### config.mk
export PLATFORM = sky130hd
export DESIGN_NAME = interface_hcsr04
export DESIGN_NICKNAME = d
export VERILOG_FILES = /design/src/rtl/sonar_pkg.sv /design/src/rtl/contador_cm.sv /design/src/rtl/interface_hcsr04.sv
export SDC_FILE = /design/constraint.sdc
export NUM_CORES = 1
export LEC_CHECK = 0
export BUFFER_PORTS_ARGS = -buffer_cell sky130_fd_sc_hd__buf_2
export CORE_ASPECT_RATIO = 0.9
export CORE_MARGIN = 2
export CORE_UTILIZATION = 56
export CTS_BUF_LIST = sky130_fd_sc_hd__clkbuf_8
export DETAILED_ROUTE_END_ITERATION = 8
export PLACE_DENSITY_LB_ADDON = 0.08
export SKIP_LAST_GASP = 1
export SLEW_MARGIN = 20
export SYNTH_ARGS = -nofsm -noshare
export SYNTH_HDL_FRONTEND = slang
export SYNTH_SLANG_ARGS = --single-unit
export TNS_END_PERCENT = 20
### constraint.sdc
create_clock -name clock -period 1.8 [get_ports clock]
set_input_delay 0.36 -clock clock [delete_from_list [all_inputs] [get_ports clock]]
set_output_delay 0.36 -clock clock [all_outputs]
set_load 0.02 [all_outputs]
### src/rtl/sonar_pkg.sv
// Shared definitions for the sonar front end: state codes, default timing
// constants and a saturating 3-digit BCD increment helper.
package sonar_pkg;

  localparam int unsigned CLK_HZ_DEF        = 50_000_000;
  localparam int unsigned CYCLES_PER_CM_DEF = 2941;
  localparam int unsigned BCD_W             = 12;

  localparam logic [BCD_W-1:0] BCD_MAX = 12'h999;

  typedef enum logic [2:0] {
    INICIAL       = 3'd0,
    PREPARACAO    = 3'd1,
    ENVIA_TRIGGER = 3'd2,
    ESPERA_ECHO   = 3'd3,
    MEDE          = 3'd4,
    ARMAZENA      = 3'd5,
    FINAL_MEDIDA  = 3'd6
  } estado_t;

  // Add one to a 3-digit BCD value, holding at 999.
  function automatic logic [BCD_W-1:0] bcd_inc(input logic [BCD_W-1:0] v);
    logic [BCD_W-1:0] r;
    r = v;
    if (v != BCD_MAX) begin
      if (v[3:0] != 4'd9) begin
        r[3:0] = v[3:0] + 4'd1;
      end else begin
        r[3:0] = 4'd0;
        if (v[7:4] != 4'd9) begin
          r[7:4] = v[7:4] + 4'd1;
        end else begin
          r[7:4]  = 4'd0;
          r[11:8] = v[11:8] + 4'd1;
        end
      end
    end
    return r;
  endfunction

endpackage

### src/rtl/contador_cm.sv
// Echo-width to centimetre converter: per-cm cycle tick counter feeding a
// saturating BCD accumulator. MEDIDA_ARREDONDA_EN exposes the half-cm flag.
module contador_cm
  import sonar_pkg::*;
#(
  parameter int unsigned CYCLES_PER_CM = CYCLES_PER_CM_DEF
) (
  input  logic             clock,
  input  logic             reset,
  input  logic             clear,
  input  logic             conta,
  input  logic             arredonda,
`ifdef MEDIDA_ARREDONDA_EN
  output logic             meio,
`endif
  output logic [BCD_W-1:0] bcd
);

  localparam int unsigned TICK_W = (CYCLES_PER_CM > 1) ? $clog2(CYCLES_PER_CM) : 1;
  localparam logic [TICK_W-1:0] TICK_MAX = TICK_W'(CYCLES_PER_CM - 1);

  logic [TICK_W-1:0] tick_q, tick_d;
  logic [BCD_W-1:0]  bcd_q, bcd_d;

  always_comb begin
    tick_d = tick_q;
    bcd_d  = bcd_q;
    if (clear) begin
      tick_d = '0;
      bcd_d  = '0;
    end else if (conta) begin
      if (tick_q == TICK_MAX) begin
        tick_d = '0;
        bcd_d  = bcd_inc(bcd_q);
      end else begin
        tick_d = tick_q + TICK_W'(1);
      end
    end else if (arredonda) begin
      bcd_d = bcd_inc(bcd_q);
    end
  end

  always_ff @(posedge clock or negedge reset) begin
    if (!reset) begin
      tick_q <= '0;
      bcd_q  <= '0;
    end else begin
      tick_q <= tick_d;
      bcd_q  <= bcd_d;
    end
  end

`ifdef MEDIDA_ARREDONDA_EN
  localparam logic [TICK_W-1:0] TICK_MEIO = TICK_W'(CYCLES_PER_CM / 2);
  assign meio = (tick_q >= TICK_MEIO);
`endif

  assign bcd = bcd_q;

endmodule

### src/rtl/interface_hcsr04.sv
// HC-SR04 front end: trigger generation, echo synchronisation and timing FSM.
// Define MEDIDA_ARREDONDA_EN to round the result to the nearest centimetre.
module interface_hcsr04
  import sonar_pkg::*;
#(
  parameter int unsigned CLK_HZ        = CLK_HZ_DEF,
  parameter int unsigned TRIGGER_US    = 10,
  parameter int unsigned CYCLES_PER_CM = CYCLES_PER_CM_DEF
) (
  input  logic             clock,
  input  logic             reset,
  input  logic             medir,
  input  logic             echo,
  output logic             trigger,
  output logic             pronto,
  output logic [BCD_W-1:0] medida,
  output logic [2:0]       db_estado
);

  localparam int unsigned TRIGGER_CYCLES = CLK_HZ / 1_000_000 * TRIGGER_US;
  localparam int unsigned TRIG_W         = $clog2(TRIGGER_CYCLES + 1);
  localparam logic [TRIG_W-1:0] TRIG_LAST = TRIG_W'(TRIGGER_CYCLES - 1);

  estado_t           estado_q, estado_d;
  logic [TRIG_W-1:0] trig_cnt_q, trig_cnt_d;
  logic              echo_meta_q, echo_s_q, echo_prev_q;
  logic              trigger_q, pronto_q;
  logic [BCD_W-1:0]  medida_q, medida_d;
  logic              clear, conta, arredonda;
  logic [BCD_W-1:0]  bcd;
  logic              echo_sobe, echo_desce;
`ifdef MEDIDA_ARREDONDA_EN
  logic              meio;
`endif

  assign echo_sobe  = echo_s_q & ~echo_prev_q;
  assign echo_desce = ~echo_s_q & echo_prev_q;

  contador_cm #(
    .CYCLES_PER_CM(CYCLES_PER_CM)
  ) u_contador (
    .clock    (clock),
    .reset    (reset),
    .clear    (clear),
    .conta    (conta),
    .arredonda(arredonda),
`ifdef MEDIDA_ARREDONDA_EN
    .meio     (meio),
`endif
    .bcd      (bcd)
  );

  // The rising-edge cycle itself is counted so an N-cycle echo yields N ticks.
  always_comb begin
    estado_d   = estado_q;
    trig_cnt_d = trig_cnt_q;
    medida_d   = medida_q;
    clear      = 1'b0;
    conta      = 1'b0;
    arredonda  = 1'b0;
    case (estado_q)
      INICIAL: begin
        estado_d = INICIAL;
      end
      PREPARACAO: begin
        clear      = 1'b1;
        trig_cnt_d = '0;
        estado_d   = ENVIA_TRIGGER;
      end
      ENVIA_TRIGGER: begin
        trig_cnt_d = trig_cnt_q + TRIG_W'(1);
        if (trig_cnt_q == TRIG_LAST) estado_d = ESPERA_ECHO;
      end
      ESPERA_ECHO: begin
        if (echo_sobe) begin
          conta    = 1'b1;
          estado_d = MEDE;
        end
      end
      MEDE: begin
        if (echo_desce) begin
`ifdef MEDIDA_ARREDONDA_EN
          arredonda = meio;
`endif
          estado_d = ARMAZENA;
        end else begin
          conta = echo_s_q;
        end
      end
      ARMAZENA: begin
        if (!medir) medida_d = bcd;
        estado_d = FINAL_MEDIDA;
      end
      FINAL_MEDIDA: begin
        estado_d = INICIAL;
      end
      default: begin
        estado_d = INICIAL;
      end
    endcase
    // A new request always restarts, abandoning any measurement in flight.
    if (medir) estado_d = PREPARACAO;
  end

  always_ff @(posedge clock or negedge reset) begin
    if (!reset) begin
      estado_q    <= INICIAL;
      trig_cnt_q  <= '0;
      echo_meta_q <= 1'b0;
      echo_s_q    <= 1'b0;
      echo_prev_q <= 1'b0;
      trigger_q   <= 1'b0;
      pronto_q    <= 1'b0;
      medida_q    <= '0;
    end else begin
      estado_q    <= estado_d;
      trig_cnt_q  <= trig_cnt_d;
      echo_meta_q <= echo;
      echo_s_q    <= echo_meta_q;
      echo_prev_q <= echo_s_q;
      trigger_q   <= (estado_d == ENVIA_TRIGGER);
      pronto_q    <= (estado_d == FINAL_MEDIDA);
      medida_q    <= medida_d;
    end
  end

  assign trigger   = trigger_q;
  assign pronto    = pronto_q;
  assign medida    = medida_q;
  assign db_estado = estado_q;

endmodule

==> metrics.log, run 1 <==
INFO  metric detail_route.wl_per_cell = 15.6 microns
INFO  metric die_width = 78.2 microns
INFO  metric drt-vias-per-instance = 5.80
INFO  metric regToRegEndpoint = u_contador.bcd[2]
INFO  metric regArea = 1330 sq um
INFO  metric footprint_of_the_multi_input_gates = 1390 sq um
INFO  metric synth_nets = 269
INFO  metric detailroute.wirelength.met2 = 2.92 mm
INFO  metric floorplan.die.height = 70.8 microns
INFO  metric detail_route.wirelength.met1 = 2.77 mm
INFO  metric placed_instance_count = 372
INFO  metric grt_start_max_net_pins = 27
INFO  metric vdd_drop_max = 0.474 mV
INFO  metric synth_simple_gate_area_share = 22.2%
INFO  metric final_weighted_congestion_in_routability_driven_placement = 0.834
INFO  metric report.final.hold_viol_count = 0
INFO  metric highest-signal-layer = met4
INFO  metric yosys.area_share.adder = 4.06%
INFO  metric placementRows = 24
INFO  metric boundaryPins = 21
INFO  metric timing.critical_path.fanout_max = 6
INFO  metric netlist.top_cell.by_area = dfrtp_1
INFO  metric utilization = 70.6%
INFO  metric die-area = 5530 sq um
INFO  metric main_combinational_cell_family_by_area_after_synthesis = simple AND/OR/NAND/NOR gates
INFO  metric finalCriticalPeriod = 1.79 ns
INFO  metric hold_start = echo
INFO  metric cts.path.max_buffers = 2
INFO  metric syn-cell-area = 2770 sq um
INFO  metric maxcap_viol_count = 0
INFO  metric timing_worst_setup_path_type = register to register
INFO  metric met3_wirelength = 199 microns
INFO  metric drcViolationCount = 0
INFO  metric status = finished clean
INFO  metric number_of_cell_instances_on_the_worst_register_to_register_path = 6
INFO  metric layout_setup_ws = 0.0137 ns
INFO  metric num-fill-cells = 389
INFO  metric worst-r2r-setup-slack = 0.01 ns
INFO  metric worst_ep_arrival_time = 1.97 ns
INFO  metric drt-pass1-iter-count = 5
INFO  metric route.vias.total = 2228
INFO  metric layout.cells.non_filler = 384
INFO  metric numCtsBuffers = 5
INFO  metric synth_top_flop_cell = dfrtp_1
INFO  metric setup_viol = 0
INFO  metric initial_utilization = 57.7%
INFO  metric asyncSetResetFlopFracSynth = 100%
INFO  metric ctsHtreeMaxLevel = 2
INFO  metric grt_setup_unrepaired = true
INFO  metric synthDominantCellAreaShare = 47.8%
INFO  metric drt_antenna_net_count = 0
INFO  metric worstSetupStartpointType = register
INFO  metric worst_ep_required_time = 1.99 ns
INFO  metric leakage_power = 0.00157 uW
INFO  metric globalRouteTotalUtil = 23.3%
INFO  metric clkTransAtPathRegs = 0.10 ns
INFO  metric clock_tree.root_cell = clkbuf_8
INFO  metric areaGrowthSynthToFinish = 22.3%
INFO  metric syn_avg_cell_area = 10.8 sq um
INFO  metric number_of_global_route_vias_before_repair = 2225
INFO  metric ys_warn_count = 0
INFO  metric finalCritPeriodShare = 99.2%
INFO  metric timing.hold.worst_path_depth = 1
INFO  metric drv_slew = 0
INFO  metric detailed_route_iter0_violations = 132
INFO  metric critical_path.reg2reg.startpoint = u_contador.tick_q[10]
INFO  metric synth_cell_type_count = 57
INFO  metric coreArea = 4800 sq um
INFO  metric dp_hpwl = 4.22 mm
INFO  metric tritoncts = done
INFO  metric synth_seq_area_share = 47.8%
INFO  metric dp_worst_setup_slack = -0.0628 ns
INFO  metric skew = 0.00915 ns
INFO  metric hold_slack = 0.143 ns
INFO  metric grt_overflow_total = 0
INFO  metric antenna_violations_before_repair = 0
INFO  metric ys_ff_latch = 53
INFO  metric clk_lat_worst_skew = 0.31 ns
INFO  metric cts.sink_count = 53
INFO  metric fin_setup_tns = 0 ns
INFO  metric max_slew_margin = 74.2%
INFO  metric drt-total-wl = 5.97 mm
INFO  metric grt_pass1_wl = 10.3 mm
INFO  metric pwr_density_cell = 636 nW/um^2
INFO  metric achievable-frequency = 0.560 GHz
INFO  metric port_buffers = 20
INFO  metric post_synth_edffs = 0
INFO  metric post_synth_mux_area_share = 7.40%
INFO  metric hold_path.class = input port to register
INFO  metric drive_gt1_share = 32.9%
INFO  metric synth_compound_gate_area_share = 14.3%
INFO  metric synth_xor_xnor_area_share = 0.948%
INFO  metric ys_top_cells_by_area = dfrtp_1, mux2_2, ha_1
INFO  metric postSynthCellCount = 256
INFO  metric timing.critical_path.to_type = register
INFO  metric num_antenna_cells = 0
INFO  metric worst-slew-pin-transition = 0.383 ns
INFO  metric nets = 331
INFO  metric timing.hold.worst_endpoint = echo_meta_q
-- worst max path at each step --
stage	endpoint	start	slack [ns]
2_1_floorplan	u_contador.bcd[4]	db_estado[1]	-0.01
3_3_place_gp	u_contador.bcd[11]	u_contador.tick_q[7]	-0.03
3_5_place_dp	u_contador.bcd[9]	u_contador.tick_q[7]	-0.06
4_1_cts	u_contador.bcd[6]	u_contador.bcd[1]	-0.02
5_1_grt	u_contador.bcd[10]	db_estado[2]	-0.01
6_report	u_contador.bcd[2]	u_contador.tick_q[10]	0.01
-- sequential cells by signal, indices dropped and copies added (netlist names) --
signal and cells:
u_contador.tick_q 12, echo_meta_q 1, echo_s_q 1, pronto 1, db_estado 3, trig_cnt_q 9, echo_prev_q 1, trigger 1
medida 12, u_contador.bcd 12
-- cell type report --
cell class | count | area share (%)
Timing Repair Buffer | 65 | 13.7
Clock inverter | 2 | 0.332
Sequential cell | 53 | 39.2
Inverter | 9 | 0.996
Tap cell | 65 | 2.40
Clock buffer | 6 | 2.44
Multi-Input combinational cell | 184 | 40.9
-- power by group --
part | total [uW] | switching (uW) | internal [uW] | leakage, uW
logic | 221 | 133 | 87.6 | 0.000802
clock network | 704 | 397 | 308 | 0.0000486
registers | 1230 | 20.5 | 1210 | 0.000723
total | 2160 | 550 | 1610 | 0.00157
-- worst max-delay path: stages, from the launching register on --
cell      delay (ns)
dfrtp_1         0.42
nor4bb_4        0.32
nand4_1         0.15
buf_6           0.16
buf_4           0.14
o311ai_0        0.35
o41ai_1         0.13
-- logic make-up (layout without fill, tap and decap cells) --
logic type / Yosys count / in the layout
and+or+nand+nor: 99 / 99
AOI/OAI and AO/OA: 54 / 54
DFF: 53 / 53
muxes: 19 / 19
buffers and inverters: 19 / 82
adders and majority gates: 9 / 9
xor gates and xnor gates: 3 / 3
-- metal layers --
layer | global-route usage [%] | vias up
met4 | 7.80 | 0
met5 | 0 | -
li1 | - | 1077
met2 | 39.3 | 41
met1 | 30.7 | 1101
met3 | 4.08 | 9
-- per-stage QoR --
step	total power, uW	cell area (sq um)
final	2160	3390
after global routing	2240	3390
after CTS	2170	3330
after detailed placement	1470	3220
after global placement	1460	3220
after floorplan	1370	2770
-- synthesized netlist by cell type, types with 2 or more instances --
cell type,n
mux2i_1,7
dfrtp_1,53
o32ai_1,2
buf_2,4
o31ai_1,4
nor2_1,15
o21ai_0,16
and3_1,4
a31oi_1,2
nand3b_1,6
o21a_1,2
nor3b_2,2
a32o_1,2
or3b_2,2
inv_1,9
xor2_1,3
or3_1,5
and4bb_1,3
o311ai_0,2
a21oi_1,9
and2_1,3
nand3_1,10
buf_4,2
o21ai_1,2
nand2_1,20
clkbuf_1,2
nor3_1,4
nand2b_1,2
and4_1,2
and3b_1,2
nand4_1,9
ha_1,9
nor4bb_1,2
mux2_2,12
-- cell usage in the layout (no fill, tap or decap), types with 2 or more instances in the layout --
cell type / n
o31ai_1: 4
o21a_1: 2
mux2_2: 12
inv_1: 10
nor3b_2: 2
and2_1: 3
nor3_1: 3
o32ai_1: 2
dfrtp_2: 3
a31oi_1: 2
nand2_1: 20
and3_1: 4
ha_1: 9
clkbuf_8: 6
o21ai_1: 2
nand4_1: 9
buf_6: 3
nand3b_1: 6
o21ai_0: 15
a21oi_1: 9
dfrtp_1: 50
buf_2: 20
o311ai_0: 2
buf_4: 40
nand3_1: 10
nand2b_1: 2
nor2_1: 15
a32o_1: 2
and4_1: 2
and4bb_1: 2
or3_1: 5
xor2_1: 3
mux2i_1: 7
-- what timing repair did --
| action | in CTS | in global routing |
|---|---|---|
| endpoints found under the hold margin | 13 | 0 |
| gates resized for setup | 0 | 14 |
| pin swaps | 1 | 3 |
| hold buffers | 1 | 0 |
| setup buffers | 1 | 2 |
| setup endpoints to repair | 11 | 23 |
Note: power is estimated with default switching activity, not from simulation.
==> run 2: changes to the inputs <==
- RECOVER_POWER: default -> 50
==> metrics.log, run 2 (synthesis gave the netlist of run 1 again) <==
INFO  metric nets = 331 (unchanged)
INFO  metric regArea = 1330 sq um (unchanged)
INFO  metric final_weighted_congestion_in_routability_driven_placement = 0.834 (unchanged)
INFO  metric drv_slew = 0 (unchanged)
INFO  metric dp_worst_setup_slack = -0.0628 ns (unchanged)
INFO  metric clk_lat_worst_skew = 0.31 ns (about the same)
INFO  metric layout_commonest_cell = dfrtp_1
INFO  metric number_of_global_route_vias_before_repair = 2225 (unchanged)
INFO  metric clock_tree.root_cell = clkbuf_8
INFO  metric initial_utilization = 57.7% (unchanged)
INFO  metric num-fill-cells = 388 (-0.26%)
INFO  metric hold_slack = 0.143 ns (-0.0000930 ns)
INFO  metric finalCritPeriodShare = 99.2% (about the same)
INFO  metric areaGrowthSynthToFinish = 22.0%
INFO  metric worst_ep_required_time = 1.99 ns (about the same)
INFO  metric timing.hold.worst_path_depth = 1 (unchanged)
INFO  metric placed_instance_count = 372 (unchanged)
INFO  metric max_slew_margin = 41.5% (-33 points)
INFO  metric cts.sink_count = 53 (unchanged)
INFO  metric cts.path.max_buffers = 2 (unchanged)
INFO  metric drt-vias-per-instance = 5.80 (about the same)
INFO  metric grt_overflow_total = 0 (unchanged)
INFO  metric boundaryPins = 21 (unchanged)
INFO  metric timing_worst_setup_path_type = register to register
INFO  metric skew = 0.00915 ns (-0.00000252 ns)
INFO  metric grt_pass1_wl = 10.3 mm (unchanged)
INFO  metric pwr_density_cell = 637 nW/um^2 (+0.13%)
INFO  metric tritoncts = done
INFO  metric number_of_cell_instances_on_the_worst_register_to_register_path = 6 (unchanged)
INFO  metric worstSetupStartpointType = register
INFO  metric route.vias.total = 2227 (-0.045%)
INFO  metric die_width = 78.2 microns (unchanged)
INFO  metric fin_setup_tns = 0 ns (unchanged)
INFO  metric layout.cells.non_filler = 384 (unchanged)
INFO  metric port_buffers = 20 (unchanged)
INFO  metric vdd_drop_max = 0.474 mV (about the same)
INFO  metric detailed_route_iter0_violations = 128 (-3.0%)
INFO  metric die-area = 5530 sq um (unchanged)
INFO  metric drt-pass1-iter-count = 5 (unchanged)
INFO  metric placementRows = 24 (unchanged)
INFO  metric dp_hpwl = 4.22 mm (unchanged)
INFO  metric footprint_of_the_multi_input_gates = 1390 sq um (unchanged)
INFO  metric leakage_power = 0.00157 uW (-0.45%)
INFO  metric hold_path.class = input port to register
INFO  metric coreArea = 4800 sq um (unchanged)
INFO  metric ctsHtreeMaxLevel = 2 (unchanged)
INFO  metric report.final.hold_viol_count = 0 (unchanged)
INFO  metric globalRouteTotalUtil = 23.3% (unchanged)
INFO  metric setup_viol = 0 (unchanged)
INFO  metric worst_ep_arrival_time = 1.97 ns (about the same)
INFO  metric antenna_violations_before_repair = 0 (unchanged)
INFO  metric maxcap_viol_count = 0 (unchanged)
INFO  metric grt_setup_unrepaired = true
INFO  metric finalCriticalPeriod = 1.79 ns (+0.00000340 ns)
INFO  metric achievable-frequency = 0.560 GHz (about the same)
INFO  metric timing.critical_path.to_type = register
INFO  metric status = finished clean
INFO  metric drt-total-wl = 5.97 mm (-0.12%)
INFO  metric floorplan.die.height = 70.8 microns (unchanged)
INFO  metric num_antenna_cells = 0 (unchanged)
INFO  metric highest_count_cells_in_the_layout_ignoring_fill_and_taps = dfrtp_1, buf_4, nand2_1
INFO  metric timing.critical_path.fanout_max = 6 (unchanged)
INFO  metric utilization = 70.4% (-0.16 points)
INFO  metric clkTransAtPathRegs = 0.10 ns (about the same)
INFO  metric drive_gt1_share = 32.3% (-0.63 points)
INFO  metric drcViolationCount = 0 (unchanged)
INFO  metric numCtsBuffers = 5 (unchanged)
INFO  metric drt_antenna_net_count = 0 (unchanged)
INFO  metric grt_start_max_net_pins = 27 (unchanged)
INFO  metric layout_setup_ws = 0.0137 ns (-0.00000340 ns)
INFO  metric detail_route.wl_per_cell = 15.5 microns (-0.12%)
INFO  metric worst-slew-pin-transition = 0.878 ns (+0.495 ns)
-- run 2: changes by cell type in the layout (fill, tap and decap cells not counted) --
cell      change
buf_2         -1
clkbuf_1      +2
clkbuf_2      +1
buf_4         -2
-- run 2: path summary, 6_finish.rpt --
path	slack, ns	start	end
min	0.14	echo	echo_meta_q
min reg2reg	0.36	echo_meta_q	echo_s_q
max in group asynchronous	0.23	reset	db_estado[1]
max reg2reg	0.01	u_contador.tick_q[10]	u_contador.bcd[2]
max	0.01	u_contador.tick_q[10]	u_contador.bcd[2]
min in group asynchronous	0.69	reset	db_estado[0]
-- run 2: repair_timing --
action / 4_1_cts / 5_1_grt
hold buffers: 1 / 0
endpoints found under the hold margin: 13 / 0
pin swaps: 1 / 3
setup buffers: 1 / 2
setup endpoints to repair: 11 / 23
gates resized for setup: 0 / 14
-- run 2: final cells by class --
type                    count  share of cell area [%]
flip-flops and latches     53                    39.3
repair buffers             65                    13.5
inverters                   9                   0.999
well taps                  65                    2.40
clock buffers               6                    2.44
clock inverters             2                   0.333
multi-input cells         184                    41.0
-- run 2: worst max-delay path, cell delays in order, from the launching register on --
cell and delay, ns:
dfrtp_1 0.42, nor4bb_4 0.32, nand4_1 0.15, buf_6 0.16
buf_4 0.14, o311ai_0 0.35, o41ai_1 0.13
-- run 2: through the flow --
step / instance area [sq um] / power (uW)
4_1_cts: 3330 / 2170
3_5_place_dp: 3220 / 1470
2_1_floorplan: 2770 / 1370
5_1_grt: 3380 / 2240
3_3_place_gp: 3220 / 1460
6_report: 3380 / 2150
-- run 2: layer usage --
layer	wire length [microns]	GRT usage, %
met3	199	4.08
met1	2760	30.7
met5	0	0
met2	2920	39.3
met4	86	7.80
-- run 2: report_power, final --
part           switching [uW]  internal [uW]  leakage [uW]  total, uW
Clock                     397            308     0.0000486        704
Sequential               20.5           1210      0.000723       1230
Combinational             133           85.7      0.000795        219
==> run 3: changes to the inputs <==
- CORE_UTILIZATION: 56 -> 45
- PLACE_DENSITY: default -> 0.64
- PLACE_DENSITY_LB_ADDON: 0.08 -> default
==> metrics.log, run 3 (synthesis gave the netlist of run 1 again) <==
INFO  metric initial_utilization = 45.9% (-12 points)
INFO  metric detailed_route_iter0_violations = 66 (-48%)
INFO  metric number_of_global_route_vias_before_repair = 2047 (-8.0%)
INFO  metric timing.hold.worst_endpoint = echo_meta_q
INFO  metric setup_viol = 0 (unchanged)
INFO  metric nets = 329 (-0.60%)
INFO  metric dp_hpwl = 4.03 mm (-4.5%)
INFO  metric boundaryPins = 21 (unchanged)
INFO  metric drt-pass1-iter-count = 4 (-1)
INFO  metric worst-slew-pin-transition = 0.817 ns (-0.0612 ns)
INFO  metric numCtsBuffers = 5 (unchanged)
INFO  metric grt_pass1_wl = 9.86 mm (-3.8%)
INFO  metric critical_path.reg2reg.startpoint = db_estado[2]
INFO  metric power_frac_seq = 54.4% (-2.7 points)
INFO  metric fin_setup_tns = 0 ns (unchanged)
INFO  metric globalRouteTotalUtil = 18.2% (-5.0 points)
INFO  metric finalCritPeriodShare = 99.1% (-0.16 points)
INFO  metric drt_antenna_net_count = 0 (unchanged)
INFO  metric hold_path.class = input port to register
INFO  metric dp_worst_setup_slack = -0.0145 ns (+0.0483 ns)
INFO  metric internal-power = 1710 uW (+6.6%)
INFO  metric footprint_of_the_multi_input_gates = 1380 sq um (-0.72%)
INFO  metric regToRegEndpoint = u_contador.tick_q[11]
INFO  metric pwr_density_cell = 667 nW/um^2 (+4.8%)
INFO  metric post_dp_cell_area = 3190 sq um (-0.89%)
INFO  metric route.vias.total = 2171 (-2.5%)
INFO  metric finalCriticalPeriod = 1.78 ns (-0.00285 ns)
INFO  metric leakage_power = 0.00156 uW (-0.43%)
INFO  metric clkTransAtPathRegs = 0.10 ns (about the same)
INFO  metric timing.hold.worst_path_depth = 1 (unchanged)
INFO  metric areaGrowthSynthToFinish = 22.1% (about the same)
INFO  metric detail_route.wl_per_cell = 14.6 microns (-6.2%)
INFO  metric tritoncts = done
INFO  metric worst_ep_arrival_time = 2.01 ns (+0.04 ns)
INFO  metric port_buffers = 20 (unchanged)
INFO  metric placementRows = 27 (+13%)
INFO  metric maxcap_viol_count = 0 (unchanged)
INFO  metric drive_gt1_share = 30.6% (-1.7 points)
INFO  metric power_switching_share = 24.3% (-1.3 points)
INFO  metric p_total = 2260 uW (+4.8%)
INFO  metric drv_slew = 0 (unchanged)
INFO  metric grt_start_max_net_pins = 41 (+52%)
INFO  metric design_area = 3380 sq um (about the same)
INFO  metric drt-total-wl = 5.67 mm (-5.0%)
INFO  metric critical_path.startpoint = db_estado[2]
INFO  metric timing_worst_setup_path_type = register to register
INFO  metric timing.critical_path.fanout_max = 6 (unchanged)
INFO  metric cts.sink_count = 53 (unchanged)
INFO  metric die-area = 6810 sq um (+23%)
INFO  metric number_of_cell_instances_on_the_worst_register_to_register_path = 4 (-2)
INFO  metric layout_setup_ws = 0.0165 ns (+0.00285 ns)
INFO  metric achievable-frequency = 0.561 GHz (+0.16%)
INFO  metric power_frac_comb = 9.8% (-0.4 points)
INFO  metric worstSetupStartpointType = register
INFO  metric worst-r2r-setup-slack = 0.02 ns (about the same)
INFO  metric report.final.hold_viol_count = 0 (unchanged)
INFO  metric status = finished clean
INFO  metric grt_overflow_total = 0 (unchanged)
INFO  metric max_slew_margin = 45.6% (+4.1 points)
INFO  metric layout_commonest_cell = dfrtp_1
INFO  metric drcViolationCount = 0 (unchanged)
INFO  metric drt-vias-per-instance = 5.58 (-3.8%)
INFO  metric num_antenna_cells = 0 (unchanged)
INFO  metric clk_lat_worst_skew = 0.30 ns (about the same)
INFO  metric cts.path.max_buffers = 2 (unchanged)
INFO  metric hold_slack = 0.156 ns (+0.0132 ns)
INFO  metric floorplan.die.height = 78.5 microns (+11%)
INFO  metric p_switching = 548 uW (-0.46%)
INFO  metric skew = 0.00601 ns (-0.00314 ns)
INFO  metric highest_count_cells_in_the_layout_ignoring_fill_and_taps = dfrtp_1, buf_4, nand2_1
INFO  metric grt_setup_unrepaired = true
INFO  metric coreArea = 6050 sq um (+26%)
INFO  metric worst_ep_required_time = 2.03 ns (+0.04 ns)
INFO  metric num-fill-cells = 536 (+38%)
INFO  metric antenna_violations_before_repair = 0 (unchanged)
INFO  metric ctsHtreeMaxLevel = 2 (unchanged)
INFO  metric clock_tree.root_cell = clkbuf_8
INFO  metric hold_start = echo
INFO  metric vdd_drop_max = 0.369 mV (-22%)
INFO  metric power.share.clock = 35.8% (+3.1 points)
INFO  metric die_width = 86.7 microns (+11%)
INFO  metric regArea = 1330 sq um (-0.19%)
INFO  metric timing.critical_path.to_type = register
INFO  metric final_weighted_congestion_in_routability_driven_placement = 0.836 (+0.24%)
## run 3: what timing repair did
action | CTS | global route
resized for setup | 2 | 5
endpoints found under the setup margin | 2 | 13
gates cloned | 0 | 0
buffers inserted | 3 | 3
hold endpoints to repair | 13 | 0
pin swaps | 3 | 2
hold buffers | 1 | 0
## run 3: critical path: stages (launching register included)
cell and delay, ns:
dfrtp_1 0.44, and4bb_1 0.44, o311ai_4 0.17, or4_4 0.51
a21oi_2 0.16
## run 3: worst max-delay path by stage
| stage | slack [ns] | endpoint |
|---|---|---|
| 3_3_place_gp | 0.02 | u_contador.bcd[10] |
| 5_1_grt | -0.05 | u_contador.tick_q[4] |
| 3_5_place_dp | -0.01 | u_contador.bcd[10] |
| 2_1_floorplan | -0.01 | u_contador.bcd[4] |
| 6_report | 0.02 | u_contador.tick_q[11] |
| 4_1_cts | -0.005 | u_contador.tick_q[11] |
## run 3: final cells by class
class,count,share of cell area [%]
sequential,53,39.2
tap,72,2.66
multi-input combinational,184,40.7
inverter,9,0.998
timing repair buffer,63,13.1
clock buffer,5,2.03
clock inverter,3,1.26
## run 3: power groups by stage
stage	combinational (uW)	clock, uW	sequential [uW]
global route	246	885	1230
global placement	211	0	1250
detailed placement	215	0	1250
finish	221	809	1230
CTS	220	837	1230
floorplan	115	0	1260
## run 3: stage by stage
step                      cells  util, %
after floorplan             256        -
after global placement      374     52.7
after detailed placement    374     52.7
after CTS                   386     55.5
after global routing        389     56.0
final                       389     56.0
## run 3: layer usage
layer,global-route usage [%],part of all wire [%],routed length (microns)
met4,5.16,0.97,55
met2,27.8,46,2600
met5,0,0,0
met1,26.8,50,2850
met3,2.94,2.9,165
